<file path="src/rtl/booth_seq_divider_if.sv">
// Start/busy/done handshake and operand/result bus of the sequential signed divider.
// Latency: none (wires only).
// Backpressure: the master may raise start only while busy=0; start seen during busy is dropped.
interface booth_seq_divider_if #(
    parameter int DATA_WIDTH = 8
);
    logic                  start;
    logic [DATA_WIDTH-1:0] dividend;
    logic [DATA_WIDTH-1:0] divisor;
    logic                  busy;
    logic                  done;
    logic [DATA_WIDTH-1:0] quotient;
    logic [DATA_WIDTH-1:0] remainder;
    logic                  div_by_zero;
    logic                  overflow;

    modport master (
        output start, dividend, divisor,
        input  busy, done, quotient, remainder, div_by_zero, overflow
    );

    modport slave (
        input  start, dividend, divisor,
        output busy, done, quotient, remainder, div_by_zero, overflow
    );
endinterface

</file>
<file path="src/rtl/booth_seq_divider.sv">
// Signed restoring divider, one quotient bit per clock, truncating toward zero.
// Latency: start accepted at edge k -> done high after edge k+DATA_WIDTH+1, for every operand.
// Backpressure: busy in CALC/FIX, start ignored then; start in DONE runs back-to-back.
module booth_seq_divider #(
    parameter int DATA_WIDTH = 8
) (
    input  logic               clk,
    input  logic               rst_n,
    booth_seq_divider_if.slave bus
);
    localparam int W  = DATA_WIDTH;
    localparam int CW = (W > 2) ? $clog2(W) : 1;
    localparam logic [W-1:0] MIN_VAL = {1'b1, {(W-1){1'b0}}};

    typedef enum logic [1:0] {
        S_IDLE,
        S_CALC,
        S_FIX,
        S_DONE
    } state_t;

    state_t state_q, state_d;

    logic [CW-1:0] cnt_q;
    logic [W-1:0]  rem_q;
    logic [W-1:0]  dq_q;
    logic [W-1:0]  dvs_mag_q;
    logic [W-1:0]  dvd_q;
    logic          dvd_neg_q;
    logic          quo_neg_q;
    logic          dvs_zero_q;
    logic          ovf_pend_q;

    logic [W-1:0]  quotient_q;
    logic [W-1:0]  remainder_q;
    logic          div_by_zero_q;
    logic          overflow_q;

    logic          accept;
    logic          last_iter;
    logic [W-1:0]  dvd_abs;
    logic [W-1:0]  dvs_abs;
    logic [W:0]    rem_shift;
    logic [W:0]    rem_sub;
    logic          rem_ge;
    logic [W-1:0]  q_fix;
    logic [W-1:0]  r_fix;

    // MIN negates to itself, which read as unsigned is exactly 2^(W-1).
    always_comb begin
        accept    = bus.start && ((state_q == S_IDLE) || (state_q == S_DONE));
        last_iter = (cnt_q == CW'(W-1));
        dvd_abs   = bus.dividend[W-1] ? (~bus.dividend + 1'b1) : bus.dividend;
        dvs_abs   = bus.divisor[W-1]  ? (~bus.divisor  + 1'b1) : bus.divisor;
    end

    // rem_q < |divisor| <= 2^(W-1), so the shifted value fits W bits and rem_sub[W] is the borrow.
    always_comb begin
        rem_shift = {rem_q, dq_q[W-1]};
        rem_sub   = rem_shift - {1'b0, dvs_mag_q};
        rem_ge    = ~rem_sub[W];
    end

    always_comb begin
        q_fix = quo_neg_q ? (~dq_q + 1'b1) : dq_q;
        r_fix = dvd_neg_q ? (~rem_q + 1'b1) : rem_q;
        if (dvs_zero_q) begin
            q_fix = '1;
            r_fix = dvd_q;
        end
    end

    always_ff @(posedge clk or negedge rst_n) begin
        if (!rst_n) begin
            state_q <= S_IDLE;
        end else begin
            state_q <= state_d;
        end
    end

    always_comb begin
        state_d  = state_q;
        bus.busy = 1'b0;
        bus.done = 1'b0;
        case (state_q)
            S_IDLE: begin
                if (accept) state_d = S_CALC;
            end
            S_CALC: begin
                bus.busy = 1'b1;
                if (last_iter) state_d = S_FIX;
            end
            S_FIX: begin
                bus.busy = 1'b1;
                state_d  = S_DONE;
            end
            S_DONE: begin
                bus.done = 1'b1;
                state_d  = accept ? S_CALC : S_IDLE;
            end
            default: state_d = S_IDLE;
        endcase
    end

    always_ff @(posedge clk or negedge rst_n) begin
        if (!rst_n) begin
            cnt_q      <= '0;
            rem_q      <= '0;
            dq_q       <= '0;
            dvs_mag_q  <= '0;
            dvd_q      <= '0;
            dvd_neg_q  <= 1'b0;
            quo_neg_q  <= 1'b0;
            dvs_zero_q <= 1'b0;
            ovf_pend_q <= 1'b0;
        end else if (accept) begin
            cnt_q      <= '0;
            rem_q      <= '0;
            dq_q       <= dvd_abs;
            dvs_mag_q  <= dvs_abs;
            dvd_q      <= bus.dividend;
            dvd_neg_q  <= bus.dividend[W-1];
            quo_neg_q  <= bus.dividend[W-1] ^ bus.divisor[W-1];
            dvs_zero_q <= (bus.divisor == '0);
            ovf_pend_q <= (bus.dividend == MIN_VAL) && (bus.divisor == '1);
        end else if (state_q == S_CALC) begin
            cnt_q <= cnt_q + 1'b1;
            rem_q <= rem_ge ? rem_sub[W-1:0] : rem_shift[W-1:0];
            dq_q  <= {dq_q[W-2:0], rem_ge};
        end
    end

    // Results only move on the FIX->DONE edge and hold through any later start.
    always_ff @(posedge clk or negedge rst_n) begin
        if (!rst_n) begin
            quotient_q    <= '0;
            remainder_q   <= '0;
            div_by_zero_q <= 1'b0;
            overflow_q    <= 1'b0;
        end else if (state_q == S_FIX) begin
            quotient_q    <= q_fix;
            remainder_q   <= r_fix;
            div_by_zero_q <= dvs_zero_q;
            overflow_q    <= ovf_pend_q && !dvs_zero_q;
        end
    end

    assign bus.quotient    = quotient_q;
    assign bus.remainder   = remainder_q;
    assign bus.div_by_zero = div_by_zero_q;
    assign bus.overflow    = overflow_q;
endmodule

</file>
<file path="src/flat_wrapper.sv">
// flat-port wrapper written by rule: the top's interface ports become plain ports
module booth_seq_divider_flat 
#(
    parameter int DATA_WIDTH = 8
)
  (clk, rst_n, bus_start, bus_dividend, bus_divisor, bus_busy, bus_done, bus_quotient, bus_remainder, bus_div_by_zero, bus_overflow);
  booth_seq_divider_if #(.DATA_WIDTH(DATA_WIDTH)) bus_i ();
  input  logic clk;
  input  logic rst_n;
  input wire logic [$bits(bus_i.start)-1:0] bus_start;
  input wire logic [$bits(bus_i.dividend)-1:0] bus_dividend;
  input wire logic [$bits(bus_i.divisor)-1:0] bus_divisor;
  output wire logic [$bits(bus_i.busy)-1:0] bus_busy;
  output wire logic [$bits(bus_i.done)-1:0] bus_done;
  output wire logic [$bits(bus_i.quotient)-1:0] bus_quotient;
  output wire logic [$bits(bus_i.remainder)-1:0] bus_remainder;
  output wire logic [$bits(bus_i.div_by_zero)-1:0] bus_div_by_zero;
  output wire logic [$bits(bus_i.overflow)-1:0] bus_overflow;
  assign bus_i.start = bus_start;
  assign bus_i.dividend = bus_dividend;
  assign bus_i.divisor = bus_divisor;
  assign bus_busy = bus_i.busy;
  assign bus_done = bus_i.done;
  assign bus_quotient = bus_i.quotient;
  assign bus_remainder = bus_i.remainder;
  assign bus_div_by_zero = bus_i.div_by_zero;
  assign bus_overflow = bus_i.overflow;
  booth_seq_divider #(.DATA_WIDTH(DATA_WIDTH)) u_core (.clk(clk), .rst_n(rst_n), .bus(bus_i));
endmodule
</file>
<file path="config.mk">
export PLATFORM = sky130hd
export DESIGN_NAME = booth_seq_divider_flat
export DESIGN_NICKNAME = d
export VERILOG_FILES = /design/src/rtl/booth_seq_divider_if.sv /design/src/rtl/booth_seq_divider.sv /design/src/flat_wrapper.sv
export SDC_FILE = /design/constraint.sdc
export NUM_CORES = 1
export LEC_CHECK = 0
export ABC_CLOCK_PERIOD_IN_PS = 2300
export BUFFER_PORTS_ARGS = -buffer_cell sky130_fd_sc_hd__clkbuf_2
export CORE_MARGIN = 2
export CORE_UTILIZATION = 40
export DETAILED_ROUTE_END_ITERATION = 10
export SKIP_LAST_GASP = 1
export SLEW_MARGIN = 20
export SYNTH_ARGS = -nofsm -noshare
export SYNTH_HDL_FRONTEND = slang
export SYNTH_SLANG_ARGS = --single-unit
</file>
<file path="constraint.sdc">
create_clock -name clk -period 2.3 [get_ports clk]
set_input_delay 0.345 -clock clk [delete_from_list [all_inputs] [get_ports clk]]
set_output_delay 0.345 -clock clk [all_outputs]
set_load 0.01 [all_outputs]
</file>
==> results of run 1 <==
## critical path, stage by stage (launching register included)
cell       delay (ns)
dfrtp_1          0.41
ha_4             0.18
fa_2             0.36
nand2b_4         0.16
a211oi_4         0.21
mux2_4           0.40
a2111oi_2        0.31
a311o_1          0.17
## timing repair
action                     4_1_cts  5_1_grt
gates resized for setup          7        5
gates cloned                     1        0
setup endpoints to repair        3        8
pin swaps                        2        9
## cell type report
class	count	share of cell area
Clock inverter	6	0.009925
Sequential cell	58	0.3489
Multi-Input combinational cell	287	0.4794
Inverter	22	0.01985
Clock buffer	10	0.03308
Tap cell	108	0.03248
Timing Repair Buffer	55	0.07639
## flip-flops by register name, indices dropped and copies added, names as in the netlist
register,count
u_core.bus.div_by_zero,1
u_core.bus.overflow,1
u_core.bus.quotient,8
u_core.bus.remainder,8
u_core.cnt_q,3
u_core.dq_q,8
u_core.dvd_neg_q,1
u_core.dvd_q,7
u_core.dvs_mag_q,8
u_core.dvs_zero_q,1
u_core.ovf_pend_q,1
u_core.quo_neg_q,1
u_core.rem_q,8
u_core.state_q,2
## per-layer routing
metal,vias up,track usage,share of wire,wire [microns]
met5,-,0,0,0
met4,0,0.06517,0.015,119
met3,10,0.03937,0.046,361
met2,58,0.2724,0.45,3536
met1,1312,0.2331,0.48,3778
li1,1424,-,-,-
## synthesized netlist by cell type, drive strengths merged, types with 3 or more instances
library cell	n	area, sq um
a211oi	4	35.03
nand2	63	241.5
nand2b	9	56.30
inv	22	82.58
mux2	8	90.09
buf	5	35.03
o41ai	3	26.28
clkbuf	15	56.30
nor2	28	105.1
xor2	8	70.07
o21ai	34	170.2
or3	7	53.80
o31ai	6	58.81
ha	20	250.2
dfrtp	58	1451
nor4	3	18.77
mux2i	18	180.2
xnor2	19	166.4
a21oi	26	130.1
nor2b	4	25.02
## cells in the final DEF, fill, tap and decap left out, types with 3 or more instances in the layout
cell and n:
a21oi_1 26, buf_4 17, clkbuf_2 38, clkbuf_8 10, clkinvlp_4 3, dfrtp_1 58, ha_1 19, inv_1 21
mux2_2 6, mux2i_1 18, nand2_1 61, nand2b_1 8, nor2_1 28, nor2b_1 3, o21ai_0 31, o21ai_1 3
o31ai_1 5, o41ai_1 3, or3_1 5, xnor2_1 19, xor2_1 8
## how the worst min path moves through the flow
| stage | to | slack, ns | from |
|---|---|---|---|
| final | u_core.rem_q[4] | 0.14 | rst_n |
| after global routing | u_core.rem_q[5] | 0.20 | rst_n |
| after CTS | u_core.bus.remainder[6] | 0.18 | rst_n |
| after detailed placement | u_core.dvd_q[6] | 0.47 | u_core.dvd_q[6] |
| after global placement | u_core.dvs_mag_q[3] | 0.46 | u_core.dvs_mag_q[3] |
| after floorplan | u_core.bus.div_by_zero | 0.05 | rst_n |
## logic make-up (layout without fill, tap and decap cells)
kind of cell / count (synthesis) / after routing / synth area share
XOR/XNOR: 27 / 27 / 0.06714
AO/OA/AOI/OAI: 86 / 86 / 0.1524
adder cells (fa/ha/maj): 21 / 21 / 0.07673
multiplexers: 26 / 26 / 0.07673
flip-flops: 58 / 58 / 0.4121
AND/OR/NAND/NOR: 126 / 127 / 0.1655
buffers and inverters: 42 / 93 / 0.04938
## per-stage QoR
stage	setup TNS (ns)	setup WS (ns)	power, W	util
finish	0	0.03882	0.006331	0.4817
global route	-0.1558	-0.04162	0.006920	0.4817
CTS	-0.05496	-0.02933	0.006283	0.4777
detailed placement	-0.1036	-0.06591	0.005310	0.4535
global placement	0	0.008227	0.005240	0.4535
floorplan	0	0.02049	0.004355	-
## power breakdown
part           internal (W)  total [W]  switching (W)
sequential          0.00147    0.00186       0.000389
clock              0.000419   0.000855       0.000436
combinational       0.00163    0.00361        0.00199
==> results.yml, run 1 <==
worst_setup_path:
  path_class: "reg -> reg"
  cp_max_fo: 5
  startpoint: "u_core.dvs_mag_q[0]"
  worstPathRequired_ns: 2.58
  reg2reg_from: "u_core.dvs_mag_q[0]"
  endpoint_kind: "flop"
  reg2reg_to: "u_core.rem_q[0]"
  cp-start-kind: "flop"
  endpoint: "u_core.rem_q[0]"
  rr_worst_depth: 7
  worstPathArrival_ns: 2.54
  ff2ff_setup_slack_ns: 0.04
grt:
  grt_overflow_total: 0
  grt_pass1_vias: 2703
  antenna_found_initial: 0
  grt_pass1_wl_mm: 13.17
  track_usage: 0.1728
  grt_max_degree: 59
routing:
  wirelength_mm: 7.796
  routedWlPerCell_microns: 14.28
  drc: 0
  drtAntennaViolNets: 0
  first_pass_iters: 4
  drt_iter0_drc: 114
  viasPerCell: 5.136
  routed-via-count: 2804
synth:
  ys_warn_count: 0
  yosys_most_used_dff: "dfrtp_1"
  async_reset_ff_frac: 1.000
  syn_area_per_cell_sq_um: 9.125
  ys_ff_latch: 58
  synth_nets: 426
  synth_edf_count: 0
  synth_cells: 386
  synth.cell_area_sq_um: 3522
  synth.distinct_cells: 46
  synth_seq_area_share: 0.4121
power:
  leakagePower_nw: 1.897
  ir_drop_v: 0.001051
  powerDensity_nw_per_um2: 1522
cts:
  insertion_delay_ns: 0.35
  tritoncts: "built"
  h-tree-depth: 3
  cts_buffers: 9
  root_buffer: "clkbuf_8"
  clkTransAtPathRegs_ns: 0.07
  cts.path.max_buffers: 2
  holdBufCountCts: 0
  post_cts_buffers: 0
  clkSinkCount: 58
floorplan:
  rows: 34
  start_util: 0.4079
  die_y_microns: 97.84
  die_w_microns: 97.84
  core_area_sq_um: 8636
  dieArea_sq_um: 9572
  pin_count: 39
placement:
  placed_cell_area_sq_um: 3916
  place.gp.congestion: 0.8627
  dp_hpwl_mm: 5.752
  port_buffers: 38
  dp_cells: 529
cells_and_area:
  syn2layout_area_growth_pct: 18.12
  nFillCells: 849
  fin_area_sq_um: 4160
  drive_gt1_frac: 0.2192
  antennaDiodeCount: 0
  multi_input_area_sq_um: 1994
  ff_latch_area_sq_um: 1451
  final_nets: 473
  fin_cells: 546
timing:
  setup_viol: 0
  relSlewSlack: 0.4262
  slew_viol_final: 0
  hold_viol_final: 0
  tightestPinTransition_ns: 0.8606
  timing.final.crit_share: 0.9831
  finClkSkew_ns: 0.009597
  fmax_mhz: 442.2
  period_needed_ns: 2.261
  rsz0062_at_grt: "yes"
  holdWs_ns: 0.1407
outcome:
  status: "finished, final reports clean"
job:
  cap_violations: 0
min_path:
  hold_class: "in -> async"
No activity file was read; power rests on OpenSTA's default activity.
==> inputs of run 2 (changes only) <==
--- a/config.mk
+++ b/config.mk
@@ -9,7 +9,9 @@
 export BUFFER_PORTS_ARGS = -buffer_cell sky130_fd_sc_hd__clkbuf_2
 export CORE_MARGIN = 2
 export CORE_UTILIZATION = 40
+export CTS_BUF_LIST = sky130_fd_sc_hd__clkbuf_4 sky130_fd_sc_hd__clkbuf_8
 export DETAILED_ROUTE_END_ITERATION = 10
+export RECOVER_POWER = 100
 export SKIP_LAST_GASP = 1
 export SLEW_MARGIN = 20
 export SYNTH_ARGS = -nofsm -noshare
==> constraint.sdc (replaced) <==
create_clock -name clk -period 2.3 [get_ports clk]
set_input_delay 0.345 -clock clk [delete_from_list [all_inputs] [get_ports clk]]
set_output_delay 0.345 -clock clk [all_outputs]
set_load 0.005 [all_outputs]
==> run 2 against run 1 <==
  * Register-to-register slack is essentially flat
  * Design area shrank 1.1%
  * Sequential cell count is the same
  * Routed wire length shrank 0.22%
  * Critical endpoint unchanged
  * Critical path depth is the same
  * Sequential share of layout area grew 0.40 points
  * Clock-buffer cell count is the same
  * First-iteration DRC count shrank 15%
  * Global-route usage is the same
==> results.yml, run 2 (synthesis gave the netlist of run 1 again) <==
timing:
  setup_viol: 0
  worst_slack_ns: 0.04100
  relSlewSlack: 0.05049
  hold_viol_final: 0
  rsz0062_at_grt: "yes"
  tightestPinTransition_ns: 1.424
  period_needed_ns: 2.259
  slew_viol_final: 0
  finClkSkew_ns: 0.009271
  timing.final.crit_share: 0.9822
  fmax_mhz: 442.7
cts:
  holdBufCountCts: 0
  clkSinkCount: 58
  post_cts_buffers: 0
  cts.path.max_buffers: 2
  root_buffer: "clkbuf_8"
  tritoncts: "built"
  h-tree-depth: 3
  insertion_delay_ns: 0.35
  clkTransAtPathRegs_ns: 0.07
  cts_buffers: 9
worst_setup_path:
  cp_max_fo: 5
  worstPathRequired_ns: 2.58
  path_class: "reg -> reg"
  endpoint_kind: "flop"
  cp-start-kind: "flop"
  worstPathArrival_ns: 2.54
power:
  leakagePower_nw: 1.855
  powerDensity_nw_per_um2: 1502
  ir_drop_v: 0.0009833
  power_w: 0.006179
grt:
  use_met1: 0.2331
  track_usage: 0.1728
  grt_pass1_vias: 2703
  grt_use_met3: 0.03937
  grt_overflow_total: 0
  grt_pass1_wl_mm: 13.17
  antenna_found_initial: 0
  grt_max_degree: 59
  gr-max-usage-layer: "met2"
  met2_usage: 0.2724
placement:
  pre_cts_slack_ns: -0.06591
  place.gp.congestion: 0.8627
  dp_cells: 529
  placed_cell_area_sq_um: 3916
  dp_hpwl_mm: 5.752
  port_buffers: 38
cells_and_area:
  nFillCells: 863
  antennaDiodeCount: 0
  fin_cells: 546
  fin_area_sq_um: 4113
  final_nets: 473
  syn2layout_area_growth_pct: 16.77
  final_common_cell: "nand2_1"
  drive_gt1_frac: 0.1918
  mostFrequentLayoutCells: "nand2_1 (61), dfrtp_1 (58), clkbuf_2 (35)"
  fin_util: 0.4762
floorplan:
  core_area_sq_um: 8636
  die_y_microns: 97.84
  start_util: 0.4079
  pin_count: 39
  dieArea_sq_um: 9572
  die_w_microns: 97.84
  rows: 34
routing:
  routedWlPerCell_microns: 14.25
  drc: 0
  routed-via-count: 2823
  viasPerCell: 5.170
  drt_iter0_drc: 97
  first_pass_iters: 4
  drtAntennaViolNets: 0
  wirelength_mm: 7.779
min_path:
  hold_class: "in -> reg"
outcome:
  status: "finished, final reports clean"
job:
  cap_violations: 0
[run 2: what timing repair did]
| item | 4_1_cts | 5_1_grt |
|---|---|---|
| endpoints found under the setup margin | 3 | 8 |
| pin swaps | 2 | 9 |
| endpoints found under the hold margin | 0 | 0 |
| resized for setup | 7 | 5 |
| cloned | 1 | 0 |
[run 2: power breakdown]
group | switching, W | internal (W) | leakage [nW]
logic | 0.00191 | 0.00156 | 1.05
clock network | 0.000437 | 0.000419 | 0.0847
registers | 0.000379 | 0.00147 | 0.720
[run 2: cell type report]
class / instances / area [sq um] / area share
Sequential cell: 58 / 1451 / 0.3529
Clock buffer: 10 / 137.6 / 0.03347
Inverter: 22 / 82.58 / 0.02008
Multi-Input combinational cell: 287 / 1981 / 0.4816
Tap cell: 108 / 135.1 / 0.03286
Timing Repair Buffer: 55 / 284.0 / 0.06906
Clock inverter: 6 / 41.29 / 0.01004
[run 2: per-layer routing]
metal,wire [microns],vias to the layer above,share of wire
met5,0,-,0
met4,99,0,0.013
met3,367,7,0.047
met2,3611,56,0.46
met1,3700,1336,0.48
li1,-,1424,-
[run 2: path summary, 6_finish.rpt]
| check | startpoint | to | slack (ns) | cells past startpoint |
|---|---|---|---|---|
| worst min-delay path | bus_dividend[2] | u_core.dvd_q[2] | 0.29 | 3 |
| worst max register to register | u_core.dvs_mag_q[0] | u_core.rem_q[0] | 0.04 | 7 |
| worst max-delay path | u_core.dvs_mag_q[0] | u_core.rem_q[0] | 0.04 | 7 |
| min in group asynchronous | rst_n | u_core.rem_q[4] | 0.41 | 2 |
| worst min register to register | u_core.dvd_q[0] | u_core.dvd_q[0] | 0.48 | 2 |
| max in group asynchronous | rst_n | u_core.dvd_q[5] | 1.03 | 2 |
[run 2: worst max-delay path: stages (launching register included)]
cell,delay (ns)
dfrtp_1,0.41
ha_4,0.18
fa_2,0.36
nand2b_4,0.16
a211oi_4,0.21
mux2_4,0.40
a2111oi_2,0.31
a311o_1,0.17
[run 2: stage by stage]
stage,TNS (ns),hold WS (ns)
after floorplan,0,0.04941
after CTS,-0.05496,0.1834
after global routing,-0.1621,0.2858
after detailed placement,-0.1036,0.4657
after global placement,0,0.4645
final,0,0.2873
==> inputs of run 3 (changes only) <==
==> constraint.sdc (replaced) <==
create_clock -name clk -period 2.3 [get_ports clk]
set_input_delay 0.345 -clock clk [delete_from_list [all_inputs] [get_ports clk]]
set_output_delay 0.345 -clock clk [all_outputs]
set_load 0.02 [all_outputs]
==> run 3 against run 2 <==
  * Clock skew is 0.0016 ns higher
  * Largest cell class unchanged
  * Core utilization fell by 0.22 points
  * Sequential power hardly changed
==> results.yml, run 3 (synthesis gave the netlist of run 1 again) <==
routing:
  maxUsedRoutingLayer: "met4"
  routed-via-count: 2808
  routedWlPerCell_microns: 14.28
  drt_iter0_drc: 104
  wl_met1_mm: 3.828
  wl_met3_microns: 341
  drtAntennaViolNets: 0
  first_pass_iters: 4
  wirelength_mm: 7.798
  drc: 0
  viasPerCell: 5.143
  wl_met2_mm: 3.525
timing:
  setup_viol: 0
  fmax_mhz: 443.0
  worst_slack_ns: 0.04263
  rsz0062_at_grt: "yes"
  holdWs_ns: 0.2830
  period_needed_ns: 2.257
  finClkSkew_ns: 0.01090
  hold_viol_final: 0
  relSlewSlack: 0.04135
  tightestPinTransition_ns: 1.438
  slew_viol_final: 0
  timing.final.crit_share: 0.9815
  tns_ns: 0
cts:
  cts.path.max_buffers: 2
  tritoncts: "built"
  cts_buffers: 9
  clkSinkCount: 58
  root_buffer: "clkbuf_8"
  post_cts_buffers: 0
  h-tree-depth: 3
  clkTransAtPathRegs_ns: 0.08
  insertion_delay_ns: 0.35
power:
  combPwrFrac: 0.573
  power_w: 0.006338
  powerDensity_nw_per_um2: 1548
  ir_drop_v: 0.001085
  leakagePower_nw: 1.809
  switchingPower_w: 0.002914
  p_seq_frac: 0.292
  sw_frac_of_total: 0.4598
  internal-power_w: 0.003424
  pwr-share-clk: 0.135
cells_and_area:
  final_nets: 473
  drive_gt1_frac: 0.1575
  ff_latch_area_sq_um: 1451
  nFillCells: 869
  fin_util: 0.4741
  syn2layout_area_growth_pct: 16.23
  final_common_cell: "nand2_1"
  antennaDiodeCount: 0
  multi_input_area_sq_um: 1981
  mostFrequentLayoutCells: "nand2_1 (61), dfrtp_1 (58), o21ai_0 (32)"
grt:
  grt_pass1_wl_mm: 13.17
  antenna_found_initial: 0
  grt_pass1_vias: 2703
  grt_overflow_total: 0
  grt_max_degree: 59
  track_usage: 0.1728
min_path:
  hold-path-cell-count: 3
  hold_start: "bus_dividend[6]"
  hold_class: "in -> reg"
  holdPathEnd: "u_core.dvd_q[6]"
worst_setup_path:
  path_class: "reg -> reg"
  cp_max_fo: 5
  reg2reg_to: "u_core.rem_q[0]"
  ff2ff_setup_slack_ns: 0.04
  cp-start-kind: "flop"
  rr_worst_depth: 7
  worstPathRequired_ns: 2.58
  reg2reg_from: "u_core.dvs_mag_q[0]"
  endpoint_kind: "flop"
  worstPathArrival_ns: 2.54
floorplan:
  core_area_sq_um: 8636
  die_y_microns: 97.84
  rows: 34
  pin_count: 39
  start_util: 0.4079
  die_w_microns: 97.84
  dieArea_sq_um: 9572
job:
  cap_violations: 0
placement:
  place.gp.congestion: 0.8627
  dp_hpwl_mm: 5.752
  port_buffers: 38
  pre_cts_slack_ns: -0.06591
outcome:
  status: "finished, final reports clean"
-- run 3: changes by cell type in the layout (fill, tap and decap cells not counted) --
cell	before	now
clkbuf_1	11	26
clkbuf_2	35	20
-- run 3: final cells by class --
cell class | instances | area share
Clock inverter | 6 | 0.01009
Clock buffer | 10 | 0.03362
Tap cell | 108 | 0.03301
Sequential cell | 58 | 0.3545
Inverter | 22 | 0.02017
Multi-Input combinational cell | 287 | 0.4838
Timing Repair Buffer | 55 | 0.06479
-- run 3: worst max path at each step --
stage	start	slack, ns	to
final	u_core.dvs_mag_q[0]	0.04	u_core.rem_q[0]
after global routing	u_core.dvs_mag_q[0]	-0.04	u_core.rem_q[0]
after CTS	u_core.dvs_mag_q[0]	-0.03	u_core.rem_q[1]
after detailed placement	u_core.dvs_mag_q[0]	-0.07	u_core.rem_q[1]
after global placement	u_core.dq_q[7]	0.008	u_core.rem_q[0]
after floorplan	u_core.dq_q[7]	0.02	u_core.rem_q[0]
-- run 3: layer usage --
layer  global-route usage  vias to the layer above
li1                     -                     1425
met2               0.2724                       54
met1               0.2331                     1322
met5                    0                        -
met4              0.06517                        0
met3              0.03937                        7
-- run 3: timing repair --
item	in CTS	in global routing
gates resized for setup	7	5
gates cloned	1	0
setup endpoints to repair	3	8
hold buffers	0	0
pin swaps	2	9
-- run 3: worst max-delay path: stages, from the launching register on --
cell       delay [ns]
dfrtp_1          0.41
ha_4             0.18
fa_2             0.36
nand2b_4         0.16
a211oi_4         0.21
mux2_4           0.39
a2111oi_2        0.31
a311o_1          0.17
-- run 3: power by group through the flow --
| stage | registers, W | clock network (W) | logic [W] |
|---|---|---|---|
| floorplan | 0.00194 | 0 | 0.00254 |
| global placement | 0.00187 | 0 | 0.00350 |
| detailed placement | 0.00188 | 0 | 0.00355 |
| CTS | 0.00186 | 0.000890 | 0.00366 |
| global route | 0.00192 | 0.000929 | 0.00408 |
| finish | 0.00185 | 0.000856 | 0.00363 |
-- run 3: through the flow --
step,cell area [sq um],cells
2_1_floorplan,3552,386
3_3_place_gp,3916,529
3_5_place_dp,3916,529
4_1_cts,4125,546
5_1_grt,4094,546
6_report,4094,546
